## config.mk

```make
export PLATFORM = sky130hd
export DESIGN_NAME = neda_serial_dp
export DESIGN_NICKNAME = d
export VERILOG_FILES = /design/src/rtl/neda_serial_dp.sv
export SDC_FILE = /design/constraint.sdc
export NUM_CORES = 1
export LEC_CHECK = 0
export CORE_MARGIN = 2
export CORE_UTILIZATION = 60
export DETAILED_ROUTE_END_ITERATION = 10
export GPL_ROUTABILITY_DRIVEN = 1
export PLACE_DENSITY = 0.92
export SYNTH_ARGS = -nofsm -noshare
export SYNTH_HDL_FRONTEND = slang
export SYNTH_SLANG_ARGS = --single-unit
```

## constraint.sdc

```tcl
create_clock -name clk -period 31.1 [get_ports clk]
set_input_delay 6.22 -clock clk [delete_from_list [all_inputs] [get_ports clk]]
set_output_delay 6.22 -clock clk [all_outputs]
set_load 0.02 [all_outputs]
```

## src/rtl/neda_serial_dp.sv

```systemverilog
// neda_serial_dp: bit-serial NEDA dot-product unit, y = sum_i A_i * x_i.
// One sample bit-slice is processed per cycle, LSB first. Each slice adds the
// coefficients whose sample bit is set, and the sum is shift-accumulated.
//
// Ports:
//   clk, rst_n            rising-edge clock, asynchronous active-low reset
//   coef_we, coef_in      coefficient load (accepted in IDLE only); A_i = coef_in[i*A_W +: A_W]
//   in_valid, in_ready    sample-vector handshake; x_i = x_in[i*X_W +: X_W]
//   x_in                  sample vector
//   out_valid, out_ready  result handshake; y is held while out_valid is high
//   y                     dot-product result (Y_W bits, wraps modulo 2^Y_W)
//   busy                  high in RUN or DONE
//
// Configuration macro: NEDA_SIGNED_EN selects two's-complement operands, where the
// MSB slice is subtracted. When undefined, all operands are unsigned.
module neda_serial_dp #(
  parameter int unsigned N_TAPS = 8,
  parameter int unsigned X_W    = 8,
  parameter int unsigned A_W    = 8,
  parameter int unsigned Y_W    = 24
) (
  input  logic                  clk,
  input  logic                  rst_n,
  input  logic                  coef_we,
  input  logic [N_TAPS*A_W-1:0] coef_in,
  input  logic                  in_valid,
  output logic                  in_ready,
  input  logic [N_TAPS*X_W-1:0] x_in,
  output logic                  out_valid,
  input  logic                  out_ready,
  output logic [Y_W-1:0]        y,
  output logic                  busy
);

  localparam int unsigned CntW = (X_W > 1) ? $clog2(X_W) : 1;

  localparam logic [1:0] StIdle = 2'd0;
  localparam logic [1:0] StRun  = 2'd1;
  localparam logic [1:0] StDone = 2'd2;

  logic [1:0]            state_q, state_d;
  logic [N_TAPS*A_W-1:0] coef_q, coef_d;
  logic [N_TAPS*X_W-1:0] x_q, x_d;
  logic [Y_W-1:0]        acc_q, acc_d;
  logic [Y_W-1:0]        y_q, y_d;
  logic [CntW-1:0]       bit_cnt_q, bit_cnt_d;

  logic [Y_W-1:0] slice;
  logic [Y_W-1:0] slice_shifted;
  logic [Y_W-1:0] acc_next;
  logic           last_bit;

  // Sum of coefficients selected by the current sample bit-slice.
  always_comb begin
    logic [X_W-1:0] x_tap;
    logic [A_W-1:0] a_tap;
    slice = '0;
    for (int i = 0; i < int'(N_TAPS); i++) begin
      x_tap = x_q[i*X_W +: X_W];
      a_tap = coef_q[i*A_W +: A_W];
      if (x_tap[bit_cnt_q]) begin
`ifdef NEDA_SIGNED_EN
        slice = slice + Y_W'($signed(a_tap));
`else
        slice = slice + Y_W'(a_tap);
`endif
      end
    end
  end

  assign last_bit      = (bit_cnt_q == CntW'(X_W - 1));
  assign slice_shifted = slice << bit_cnt_q;

`ifdef NEDA_SIGNED_EN
  // The MSB of a two's-complement sample carries negative weight.
  assign acc_next = last_bit ? (acc_q - slice_shifted) : (acc_q + slice_shifted);
`else
  assign acc_next = acc_q + slice_shifted;
`endif

  always_comb begin
    state_d   = state_q;
    coef_d    = coef_q;
    x_d       = x_q;
    acc_d     = acc_q;
    y_d       = y_q;
    bit_cnt_d = bit_cnt_q;
    unique case (state_q)
      StIdle: begin
        // Write-through: a job accepted on the same edge sees the new coefficients.
        if (coef_we) coef_d = coef_in;
        if (in_valid) begin
          x_d       = x_in;
          acc_d     = '0;
          bit_cnt_d = '0;
          state_d   = StRun;
        end
      end
      StRun: begin
        acc_d     = acc_next;
        bit_cnt_d = bit_cnt_q + CntW'(1);
        if (last_bit) begin
          y_d     = acc_next;
          state_d = StDone;
        end
      end
      StDone: begin
        if (out_ready) state_d = StIdle;
      end
      default: state_d = StIdle;
    endcase
  end

  always_ff @(posedge clk or negedge rst_n) begin
    if (!rst_n) begin
      state_q   <= StIdle;
      coef_q    <= '0;
      x_q       <= '0;
      acc_q     <= '0;
      y_q       <= '0;
      bit_cnt_q <= '0;
    end else begin
      state_q   <= state_d;
      coef_q    <= coef_d;
      x_q       <= x_d;
      acc_q     <= acc_d;
      y_q       <= y_d;
      bit_cnt_q <= bit_cnt_d;
    end
  end

  assign in_ready  = (state_q == StIdle);
  assign busy      = (state_q != StIdle);
  assign out_valid = (state_q == StDone);
  assign y         = y_q;

endmodule

```

Word level (Yosys, flattened, before mapping)
Cells that the tools add are included.
W data, S select, Z words.
{"block": "totals", "out_inout_bits": 27, "elab_cells": 63, "in_bits": 133, "register_bits": 181}
{"block": "op_classes", "reduce_logical": 8, "eq_ne": 6, "shift": 1, "muxes": 32, "addsub": 9, "order_cmp": 1}
{"op": "$mux W24", "n": 8}
{"op": "$add A24 B8 Y24", "n": 7}
{"op": "$pmux W24 S2", "n": 1}
{"op": "$add A24 B24 Y24", "n": 1}
{"op": "$bmux W1 S3", "n": 8}
{"op": "$shl A24 B3 Y24", "n": 1}
{"op": "$mux W1", "n": 8}
{"op": "$mux W8", "n": 1}
{"op": "$reduce_and A2 Y1", "n": 4}
{"op": "$mux W2", "n": 3}
{"op": "$pmux W2 S3", "n": 1}
{"op": "$pmux W3 S2", "n": 1}
{"op": "$lt A3 B4 Y1 const B", "n": 1}
{"op": "$ne A2 B2 Y1 const B", "n": 2}
{"op": "$reduce_bool A2 Y1", "n": 2}
{"op": "$add A3 B1 Y3 const B", "n": 1}
{"op": "$eq A3 B3 Y1 const B", "n": 1}
{"op": "$mux W3", "n": 1}
{"op": "$reduce_and A3 Y1", "n": 1}
{"op": "$eq A2 B1 Y1 const B", "n": 1}
{"op": "$eq A2 B2 Y1 const B", "n": 1}
{"op": "$logic_not A2 Y1", "n": 1}
{"op": "$ne A2 B1 Y1 const B", "n": 1}

Logic depth before layout (Yosys ltp)
Gate-level depths: netlist of run 1.
{"block": "depth", "ltp_word": 20, "mapped_depth": 62, "mapped_depth_nobuf": 60}

Worst setup path after synthesis of run 1
No wires, ideal clock.
{"block": "synth_timing", "kind": "reg2reg", "startpoint": "register bit_cnt_q[1]", "endpoint": "register y_q[23] (netlist: y[23])", "path_stages_with_launch": 61, "n_path_buf": 2, "t_required_ns": 30.964, "synth_period_minus_slack_ns": 11.714, "path_slack_ns": 19.386, "arrival_time_ns": 11.579, "setup_time_ns": 0.136, "cell_sequence": "dfrtp_1 -> buf_6 -> buf_1 -> mux4_2 -> mux2i_2 -> nor2b_1 -> ha_1 -> fa_1 -> a21o_1 -> a21oi_1 -> xnor2_1 -> mux2_2 -> ha_1 -> nand3_1 -> o2111ai_1 -> xor2_1 -> mux2_2 -> ha_1 -> [... 25 more ...] -> nor3_1 -> mux2i_1 -> and3b_1 -> o31ai_1 -> mux2_2 -> a22o_1 -> ha_1 -> a21o_1 -> a21o_1 -> a21oi_1 -> nor2b_1 -> a31oi_1 -> inv_1 -> a41oi_1 -> a211oi_1 -> a41oi_1 -> xor2_1 -> o21ai_0"}
{"block": "synth_via", "elab_chain_len": 19, "elab_cells_between_ends": 35, "classes_between": "add/sub (8); eq/ne (1); shift (1); mux (24); reduce/logical (1)"}
{"element": "start, declared", "line": "46", "rtl": "logic [CntW-1:0] bit_cnt_q, bit_cnt_d;"}
{"element": "start signal, assigned", "line": "128", "rtl": "bit_cnt_q <= bit_cnt_d;"}
{"element": "$bmux W1 S3", "line": "61", "rtl": "if (x_tap[bit_cnt_q]) begin"}
{"element": "$mux W1 (not written as such)", "line": "61"}
{"element": "$mux W8", "line": "61"}
{"element": "$add A24 B8 Y24", "line": "65", "rtl": "slice = slice + Y_W'(a_tap);"}
{"element": "$mux W24", "line": "61"}
{"element": "$add A24 B8 Y24", "line": "65"}
{"element": "$mux W24", "line": "61"}
{"element": "$add A24 B8 Y24", "line": "65"}
{"element": "[... 3 more ...]"}
{"element": "$add A24 B8 Y24", "line": "65"}
{"element": "$mux W24", "line": "61"}
{"element": "$add A24 B8 Y24", "line": "65"}
{"element": "$mux W24", "line": "61"}
{"element": "$add A24 B8 Y24", "line": "65"}
{"element": "$mux W24", "line": "61"}
{"element": "$shl A24 B3 Y24", "line": "72", "rtl": "assign slice_shifted = slice << bit_cnt_q;"}
{"element": "$add A24 B24 Y24", "line": "78", "rtl": "assign acc_next = acc_q + slice_shifted;"}
{"element": "end signal, assigned", "line": "127", "rtl": "y_q <= y_d;"}
{"element": "end, declared", "line": "45", "rtl": "logic [Y_W-1:0] y_q, y_d;"}
Several ways; a longest one is shown, not always the timed one. The select of a mux whose other input is x is not followed.
A chain may end at the register's enable or synchronous reset.

Worst setup path in the final report of run 1
{"block": "layout_timing", "startpoint": "register bit_cnt_q[0]", "endpoint": "register y_q[23] (netlist: y[23])"}
The elaborated chain is that of the path after synthesis.

==> results of run 1 <==
stage by stage:
| step | hold WS (ps) | cells | worst slack, ps | cell area (um^2) | utilization |
|---|---|---|---|---|---|
| after global placement | 467 | 1614 | 19260 | 14200 | 0.700 |
| after floorplan | 473 | 1232 | 19390 | 12400 | - |
| final | 487 | 1645 | 18430 | 14700 | 0.728 |
| after global routing | 514 | 1645 | 17410 | 14700 | 0.728 |
| after detailed placement | 478 | 1614 | 18590 | 14200 | 0.700 |
| after CTS | 494 | 1645 | 18560 | 14700 | 0.728 |
kinds of logic (layout without fill, tap and decap cells):
kind of cell    Yosys count  in the layout  synth area share
xor+xnor                 57             57            0.0440
flops                   181            181             0.366
compound gates          277            277             0.145
mux                     188            188             0.188
simple gates            331            331             0.126
buf+inv                 105            248            0.0335
fa+ha+maj                91             91            0.0968
other cells               1              2          0.000303
synthesized netlist by cell type (all sizes together) (9+ instances only):
| library cell | count | area share |
|---|---|---|
| nor3 | 19 | 0.0081 |
| a211oi | 11 | 0.0079 |
| a21oi | 57 | 0.023 |
| o21a | 9 | 0.0055 |
| nor2b | 22 | 0.011 |
| clkbuf | 42 | 0.013 |
| nand3 | 48 | 0.019 |
| buf | 12 | 0.0054 |
| xnor2 | 32 | 0.023 |
| mux4 | 18 | 0.033 |
| nor2 | 67 | 0.020 |
| a31oi | 15 | 0.0088 |
| dfrtp | 181 | 0.37 |
| nand2b | 18 | 0.0091 |
| nand2 | 117 | 0.035 |
| ha | 83 | 0.084 |
| mux2 | 145 | 0.13 |
| o21ai | 101 | 0.041 |
| inv | 51 | 0.015 |
| xor2 | 23 | 0.018 |
| mux2i | 25 | 0.024 |
| a21o | 28 | 0.017 |
state kept, by name, summed over array words and instances, names as in the netlist:
name and count:
state_q 2, y 24, x_q 64, acc_q 24
coef_q 64, bit_cnt_q 3
worst reg2reg max path, delay by kind of cell, from the launching register on:
family	cells	cell delay, ps
DFF	1	430
buffers and inverters	2	140
muxes	8	2530
adders and majority gates	9	2580
AOI/OAI and AO/OA	24	4730
and+or+nand+nor	11	1670
xor gates and xnor gates	3	470
path summary, 6_finish.rpt:
path / start / to / slack (ps) / cells past startpoint
setup / recovery: bit_cnt_q[0]$_DFFE_PN0P_ / y[23]$_DFFE_PN0P_ / 18430 / 57
hold / removal: y[7]$_DFFE_PN0P_ / y[7]$_DFFE_PN0P_ / 490 / 2
setup reg to reg: bit_cnt_q[0]$_DFFE_PN0P_ / y[23]$_DFFE_PN0P_ / 18430 / 57
hold reg to reg: y[7]$_DFFE_PN0P_ / y[7]$_DFFE_PN0P_ / 490 / 2
max in group asynchronous: rst_n / bit_cnt_q[1]$_DFFE_PN0P_ / 23580 / 2
min in group asynchronous: rst_n / x_q[30]$_DFFE_PN0P_ / 5860 / 1
layout by cell type, fill, tap and decap left out, drive strengths merged, types with 3 or more instances in the layout:
cell type and count:
xor2 23, nor2 67, o31a 4, nand4 4, o211a 3, a211o 6, nor3 19, a21o 28
inv 58, o2111ai 4, mux2i 25, and2 6, or2 8, a21oi 57, nor2b 22, o21ai 101
a31oi 15, mux2 145, fa 8, o211ai 6, o21a 9, xnor2 32, clkdlybuf4s50 158, buf 8
nand3 48, o31ai 5, and3 5, a211oi 11, nand2b 18, mux4 18, clkbuf 20, o21bai 5
a21boi 4, nand3b 5, dfrtp 181, ha 83, nand2 117, or3 5
routing by layer:
metal | wire length, um | part of all wire | vias up
met2 | 14400 | 0.48 | 371
met1 | 12800 | 0.43 | 4846
met3 | 1790 | 0.060 | 67
met4 | 833 | 0.028 | 0
met5 | 0 | 0 | -
li1 | - | - | 4688
final cells by class:
class | instances | area share
Sequential cell | 181 | 0.308
Tap cell | 270 | 0.0229
Inverter | 51 | 0.0130
Clock inverter | 11 | 0.00756
Clock buffer | 20 | 0.0310
Timing Repair Buffer | 166 | 0.112
Multi-Input combinational cell | 946 | 0.506
==> impl_metrics.json, run 1 <==
{
  "antenna_found_initial": 0,
  "timing.fmax_mhz": 78.9,
  "cp_top_family": "compound AO/OA/AOI/OAI gates",
  "cts_tree": "yes",
  "die_y_um": 148,
  "rows": 52,
  "netlist_area_um2": 12400,
  "fin_skew_ps": 14.1,
  "coreArea_um2": 20200,
  "tightest_slew_ps": 1110,
  "cp-start-kind": "flop",
  "post-route-period-util": 0.407,
  "cp_slowest_cell": "mux4_2",
  "vias_per_cell": 6.06,
  "post_cts_buffers": 0,
  "max_stage_delay_ps": 540,
  "tns_ps": 0,
  "path_buf_inv": 2,
  "drv_cap": 0,
  "grt_first_pass_wirelength_um": 49600,
  "grt_max_degree": 103,
  "vias": 9972,
  "grt_overflow": 0,
  "cts_root_buffer": "clkbuf_16",
  "required_ps": 31400,
  "grt.total_usage": 0.281,
  "use_met3": 0.0472,
  "h-tree-depth": 4,
  "grt_use_met1": 0.374,
  "worstSetupPathType": "flop to flop",
  "start_util": 0.612,
  "cp.arrival_ps": 12980,
  "busiest_layer": "met2",
  "port_buffers": 159,
  "syn_inst": 1231,
  "cp_max_fo": 9,
  "drive_gt1_frac": 0.169,
  "hold_viol": 0,
  "fill_cells": 1344,
  "synthDistinctLibCells": 79,
  "gp_congestion": 0.909,
  "grt_pass1_vias": 10275,
  "cpMostUsedCell": "ha_1",
  "boundaryPins": 160,
  "seq_area_um2": 4530,
  "syn_avg_cell_area_um2": 10.1,
  "period_minus_slack_ps": 12670,
  "dp_hpwl_um": 21600,
  "yosys_warnings": 0,
  "ys.flop_type": "dfrtp_1",
  "drtPass1Iterations": 5,
  "yosys_register_bits": 181,
  "slew_viol_final": 0,
  "n_antenna_cell": 0,
  "syn_to_final_growth_pct": 18.9,
  "clkTransAtPathRegs_ps": 70,
  "cts-resized-gates": 0,
  "use_met2": 0.468,
  "rsz0062_at_grt": "false",
  "setup_viol": 0,
  "clkLatencyLatePin_ps": 440,
  "async_flop_share": 1.00,
  "synth_enable_flop_cells": 0,
  "drc": 0,
  "cts-hold-fix-buffers": 0,
  "cts_sinks": 181,
  "status": "finished, final reports clean",
  "ys_seq_area_frac": 0.366,
  "drtAntennaViolNets": 0,
  "die_area_um2": 21800,
  "drt-total-wl_um": 29800,
  "crit_path_end_kind": "flop",
  "numCtsBuffers": 17,
  "wl_per_cell_um": 18.1,
  "relSlewSlack": 0.259,
  "hold_class": "flop to flop",
  "multiInputGateArea_um2": 7450,
  "max-clock-path-buffers": 2,
  "nNetsFinal": 1587,
  "drt_iter0_drc": 836,
  "die_x_um": 148
}
Power of run 1 is not shown: default switching activity piles up to over one toggle a cycle in this logic, so the estimate is an artifact.
==> run 2: changes to the inputs <==
--- a/config.mk
+++ b/config.mk
@@ -6,10 +6,10 @@
 export NUM_CORES = 1
 export LEC_CHECK = 0
 export CORE_MARGIN = 2
-export CORE_UTILIZATION = 60
+export CORE_UTILIZATION = 57
 export DETAILED_ROUTE_END_ITERATION = 10
 export GPL_ROUTABILITY_DRIVEN = 1
-export PLACE_DENSITY = 0.92
+export PLACE_DENSITY = 0.88
 export SYNTH_ARGS = -nofsm -noshare
 export SYNTH_HDL_FRONTEND = slang
 export SYNTH_SLANG_ARGS = --single-unit
==> constraint.sdc (replaced) <==
create_clock -name clk -period 12.85 [get_ports clk]
set_input_delay 2.57 -clock clk [delete_from_list [all_inputs] [get_ports clk]]
set_output_delay 2.57 -clock clk [all_outputs]
set_load 0.02 [all_outputs]
==> impl_metrics.json, run 2 (synthesis results as in run 1) <==
{
  "grt_overflow": 0,
  "required_ps": 13160,
  "tightest_slew_ps": 1150,
  "clkTransAtPathRegs_ps": 80,
  "status": "finished, final reports clean",
  "fin_skew_ps": 14.0,
  "drt-total-wl_um": 30600,
  "drive_gt1_frac": 0.175,
  "grt_pass1_vias": 10256,
  "worstSetupPathType": "flop to flop",
  "path_buf_inv": 2,
  "instances_no_fill": 1653,
  "cp_top_family": "compound AO/OA/AOI/OAI gates",
  "rows": 53,
  "boundaryPins": 160,
  "antenna_found_initial": 1,
  "numCtsBuffers": 17,
  "port_buffers": 159,
  "max-clock-path-buffers": 2,
  "layout_common_cells": "179 x dfrtp_1, 158 x clkdlybuf4s50_1, 145 x mux2_2",
  "rsz0062_at_grt": "false",
  "dpl-instance-area_um2": 14200,
  "dp_cells": 1620,
  "drtAntennaViolNets": 0,
  "hold_class": "flop to flop",
  "timing.final.ws_setup_ps": 774,
  "nNetsFinal": 1588,
  "drv_cap": 0,
  "drtPass1Iterations": 5,
  "fin_area_um2": 14800,
  "top_regs": "coef_q (64), x_q (64)",
  "timing.fmax_mhz": 82.8,
  "dp_slack_ps": 535,
  "gp_congestion": 0.907,
  "start_util": 0.585,
  "cts_tree": "yes",
  "die_y_um": 151,
  "cp_max_fo": 9,
  "fill_cells": 1506,
  "r2r_setup_slack_ps": 770,
  "cp.arrival_ps": 12390,
  "post-route-period-util": 0.940,
  "cts_root_buffer": "clkbuf_16",
  "drt_iter0_drc": 641,
  "cts_sinks": 181,
  "coreArea_um2": 21200,
  "crit_path_end_kind": "flop",
  "clkLatencyLatePin_ps": 440,
  "slew_viol_final": 0,
  "grt_max_degree": 102,
  "grt_first_pass_wirelength_um": 50400,
  "vias": 9957,
  "final_common_cell": "dfrtp_1",
  "drc": 0,
  "vias_per_cell": 6.02,
  "die_area_um2": 22900,
  "syn_to_final_growth_pct": 19.7,
  "grt.total_usage": 0.277,
  "dp_hpwl_um": 22200,
  "post_cts_buffers": 0,
  "wl_per_cell_um": 18.5,
  "tns_ps": 0,
  "h-tree-depth": 4,
  "setup_viol": 0,
  "relSlewSlack": 0.235,
  "max_stage_delay_ps": 540,
  "cpMostUsedCell": "ha_1",
  "cp-start-kind": "flop",
  "cp_slowest_cell": "mux4_2",
  "hold_viol": 0,
  "period_minus_slack_ps": 12080,
  "die_x_um": 151
}
==> run 2: cell count changes in the layout (fill, tap and decap cells not counted), moves of 2 or more <==
cell	previous run	this run
o21ai_0	86	84
clkinvlp_4	2	0
o21ai_1	14	16
clkinv_8	1	7
a21oi_2	1	3
inv_8	4	0
a21oi_1	56	54
==> run 2: final cells by class <==
type	count	area [um^2]	share of cell area
Clock buffer	18	439	0.0296
Antenna cell	1	2.50	0.000169
Sequential cell	181	4530	0.306
Timing Repair Buffer	167	1650	0.111
Multi-Input combinational cell	946	7480	0.505
Tap cell	275	344	0.0232
Inverter	51	191	0.0129
Clock inverter	14	183	0.0123
==> run 2: worst reg2reg max path, delay by kind of cell (launching register included) <==
family          cells  cell delay, ps
compound gates     24            4170
xor+xnor            4             470
fa+ha+maj           9            2780
buf+inv             2             250
flops               1             440
mux                 8            2360
simple gates       12            1490
==> run 2: layer usage <==
metal	track usage	up-vias	share of wire
li1	-	4692	-
met1	0.356	4842	0.43
met2	0.468	351	0.48
met3	0.0491	72	0.057
met4	0.101	0	0.027
met5	0	-	0
==> run 2: worst paths after layout <==
check | startpoint | endpoint | depth (start not counted)
min in group asynchronous | rst_n | x_q[28]$_DFFE_PN0P_ | 1
worst min register to register | y[4]$_DFFE_PN0P_ | y[4]$_DFFE_PN0P_ | 2
max in group asynchronous | rst_n | bit_cnt_q[0]$_DFFE_PN0P_ | 2
worst min-delay path | y[4]$_DFFE_PN0P_ | y[4]$_DFFE_PN0P_ | 2
worst max-delay path | bit_cnt_q[0]$_DFFE_PN0P_ | y[23]$_DFFE_PN0P_ | 59
worst max register to register | bit_cnt_q[0]$_DFFE_PN0P_ | y[23]$_DFFE_PN0P_ | 59
==> run 2: what timing repair did <==
item | 4_1_cts | 5_1_grt
gates resized for setup | 0 | 8
endpoints found under the setup margin | 0 | 12
hold buffers | 0 | 0
==> run 2: stage by stage <==
stage	util	hold WS, ps
after global placement	0.670	466
final	0.701	487
after floorplan	-	473
after detailed placement	0.670	474
after CTS	0.699	494
after global routing	0.701	521
Power of run 2 is left out for the same reason.
==> run 3: changes to the inputs <==
--- a/config.mk
+++ b/config.mk
@@ -6,10 +6,10 @@
 export NUM_CORES = 1
 export LEC_CHECK = 0
 export CORE_MARGIN = 2
-export CORE_UTILIZATION = 57
+export CORE_UTILIZATION = 27
 export DETAILED_ROUTE_END_ITERATION = 10
 export GPL_ROUTABILITY_DRIVEN = 1
-export PLACE_DENSITY = 0.88
+export PLACE_DENSITY = 0.51
 export SYNTH_ARGS = -nofsm -noshare
 export SYNTH_HDL_FRONTEND = slang
 export SYNTH_SLANG_ARGS = --single-unit
==> impl_metrics.json, run 3 (synthesis results as in run 1) <==
{
  "max_stage_delay_ps": 560,
  "die_area_um2": 47600,
  "setup_viol": 0,
  "drt-total-wl_um": 33000,
  "fill_cells": 4632,
  "antenna_found_initial": 0,
  "relSlewSlack": 0.387,
  "grt_first_pass_wirelength_um": 52900,
  "drv_cap": 0,
  "cts_root_buffer": "clkbuf_16",
  "grt.total_usage": 0.144,
  "reg2reg_depth": 58,
  "cp_slowest_cell": "mux4_2",
  "grt_overflow": 0,
  "clkTransAtPathRegs_ps": 70,
  "holdWs_ps": 481,
  "layout_common_cells": "180 x dfrtp_1, 158 x clkdlybuf4s50_1, 145 x mux2_2",
  "dp_hpwl_um": 25200,
  "drtPass1Iterations": 5,
  "top_regs": "coef_q (64), x_q (64)",
  "period_minus_slack_ps": 12030,
  "grt_max_degree": 74,
  "cts_sinks": 181,
  "cp-start-kind": "flop",
  "start_util": 0.273,
  "crit_path_end_kind": "flop",
  "grt_pass1_vias": 9661,
  "drc": 0,
  "path_depth": 58,
  "cts_tree": "yes",
  "numCtsBuffers": 17,
  "h-tree-depth": 4,
  "tns_ps": 0,
  "slew_viol_final": 0,
  "port_buffers": 159,
  "path_buf_inv": 1,
  "rsz0062_at_grt": "false",
  "cp_top_family": "compound AO/OA/AOI/OAI gates",
  "vias_per_cell": 4.78,
  "boundaryPins": 160,
  "wl_per_cell_um": 16.7,
  "tightest_slew_ps": 912,
  "holdPathStages": 2,
  "drtAntennaViolNets": 0,
  "fin_skew_ps": 13.3,
  "status": "finished, final reports clean",
  "required_ps": 13170,
  "post-route-period-util": 0.936,
  "n_antenna_cell": 0,
  "syn_to_final_growth_pct": 23.0,
  "coreArea_um2": 45300,
  "cpMostUsedCell": "ha_1",
  "worstSetupPathType": "flop to flop",
  "rows": 78,
  "timing.fmax_mhz": 83.2,
  "clkLatencyLatePin_ps": 460,
  "final_common_cell": "dfrtp_1",
  "drive_gt1_frac": 0.174,
  "max-clock-path-buffers": 2,
  "cp.arrival_ps": 12350,
  "hold_viol": 0,
  "die_x_um": 218,
  "die_y_um": 218,
  "vias": 9467,
  "hold_class": "flop to flop",
  "nNetsFinal": 1592,
  "cp_max_fo": 6,
  "gp_congestion": 0.824,
  "drt_iter0_drc": 644
}
run 3: cell count changes in the layout (fill, tap and decap cells not counted), moves of 2 or more:
| cell | change |
|---|---|
| clkinv_2 | +2 |
| buf_4 | +4 |
| a21oi_1 | +2 |
| bufinv_16 | +3 |
| clkbuf_1 | +2 |
| clkinv_8 | -7 |
| clkinvlp_4 | +2 |
| a21oi_2 | -2 |
run 3: tightest hold or removal path, stage by stage, from the launching register on:
cell	delay, ps
dfrtp_1	350
nand2_1	40
o21ai_0	60
run 3: routing by layer:
metal / vias to the layer above / share of wire / wire, um / track usage
met4: 0 / 0.0068 / 224 / 0.0313
met3: 10 / 0.040 / 1320 / 0.0320
met1: 4617 / 0.49 / 16100 / 0.194
met5: - / 0 / 0 / 0
met2: 145 / 0.47 / 15400 / 0.235
li1: 4695 / - / - / -
run 3: through the flow:
step / area, um^2 / instances / utilization / worst slack [ps]
after floorplan: 12400 / 1232 / - / 1140
after global placement: 14600 / 1949 / 0.323 / 925
after detailed placement: 14600 / 1949 / 0.323 / 551
after CTS: 15200 / 1981 / 0.336 / 481
after global routing: 15200 / 1981 / 0.336 / 13.9
final: 15200 / 1981 / 0.336 / 824
run 3: timing repair:
| item | CTS | global route |
|---|---|---|
| resized for setup | 0 | 6 |
| setup endpoints to repair | 0 | 12 |
| buffers inserted | 0 | 0 |
| hold buffers | 0 | 0 |
run 3: area by class of cell:
class | instances | area [um^2] | area share
well taps | 600 | 751 | 0.0493
multi-input cells | 946 | 7480 | 0.491
flip-flops and latches | 181 | 4530 | 0.297
clock buffers | 19 | 433 | 0.0284
clock inverters | 13 | 168 | 0.0110
inverters | 51 | 191 | 0.0126
repair buffers | 171 | 1680 | 0.110
run 3: worst paths after layout:
check	start	end	slack, ps
min in group asynchronous	rst_n	x_q[27]$_DFFE_PN0P_	2110
worst min register to register	y[19]$_DFFE_PN0P_	y[19]$_DFFE_PN0P_	480
worst max-delay path	bit_cnt_q[0]$_DFFE_PN0P_	y[23]$_DFFE_PN0P_	820
max in group asynchronous	rst_n	coef_q[48]$_DFFE_PN0P_	9460
worst min-delay path	y[19]$_DFFE_PN0P_	y[19]$_DFFE_PN0P_	480
worst max register to register	bit_cnt_q[0]$_DFFE_PN0P_	y[23]$_DFFE_PN0P_	820
Power of run 3 is left out for the same reason.
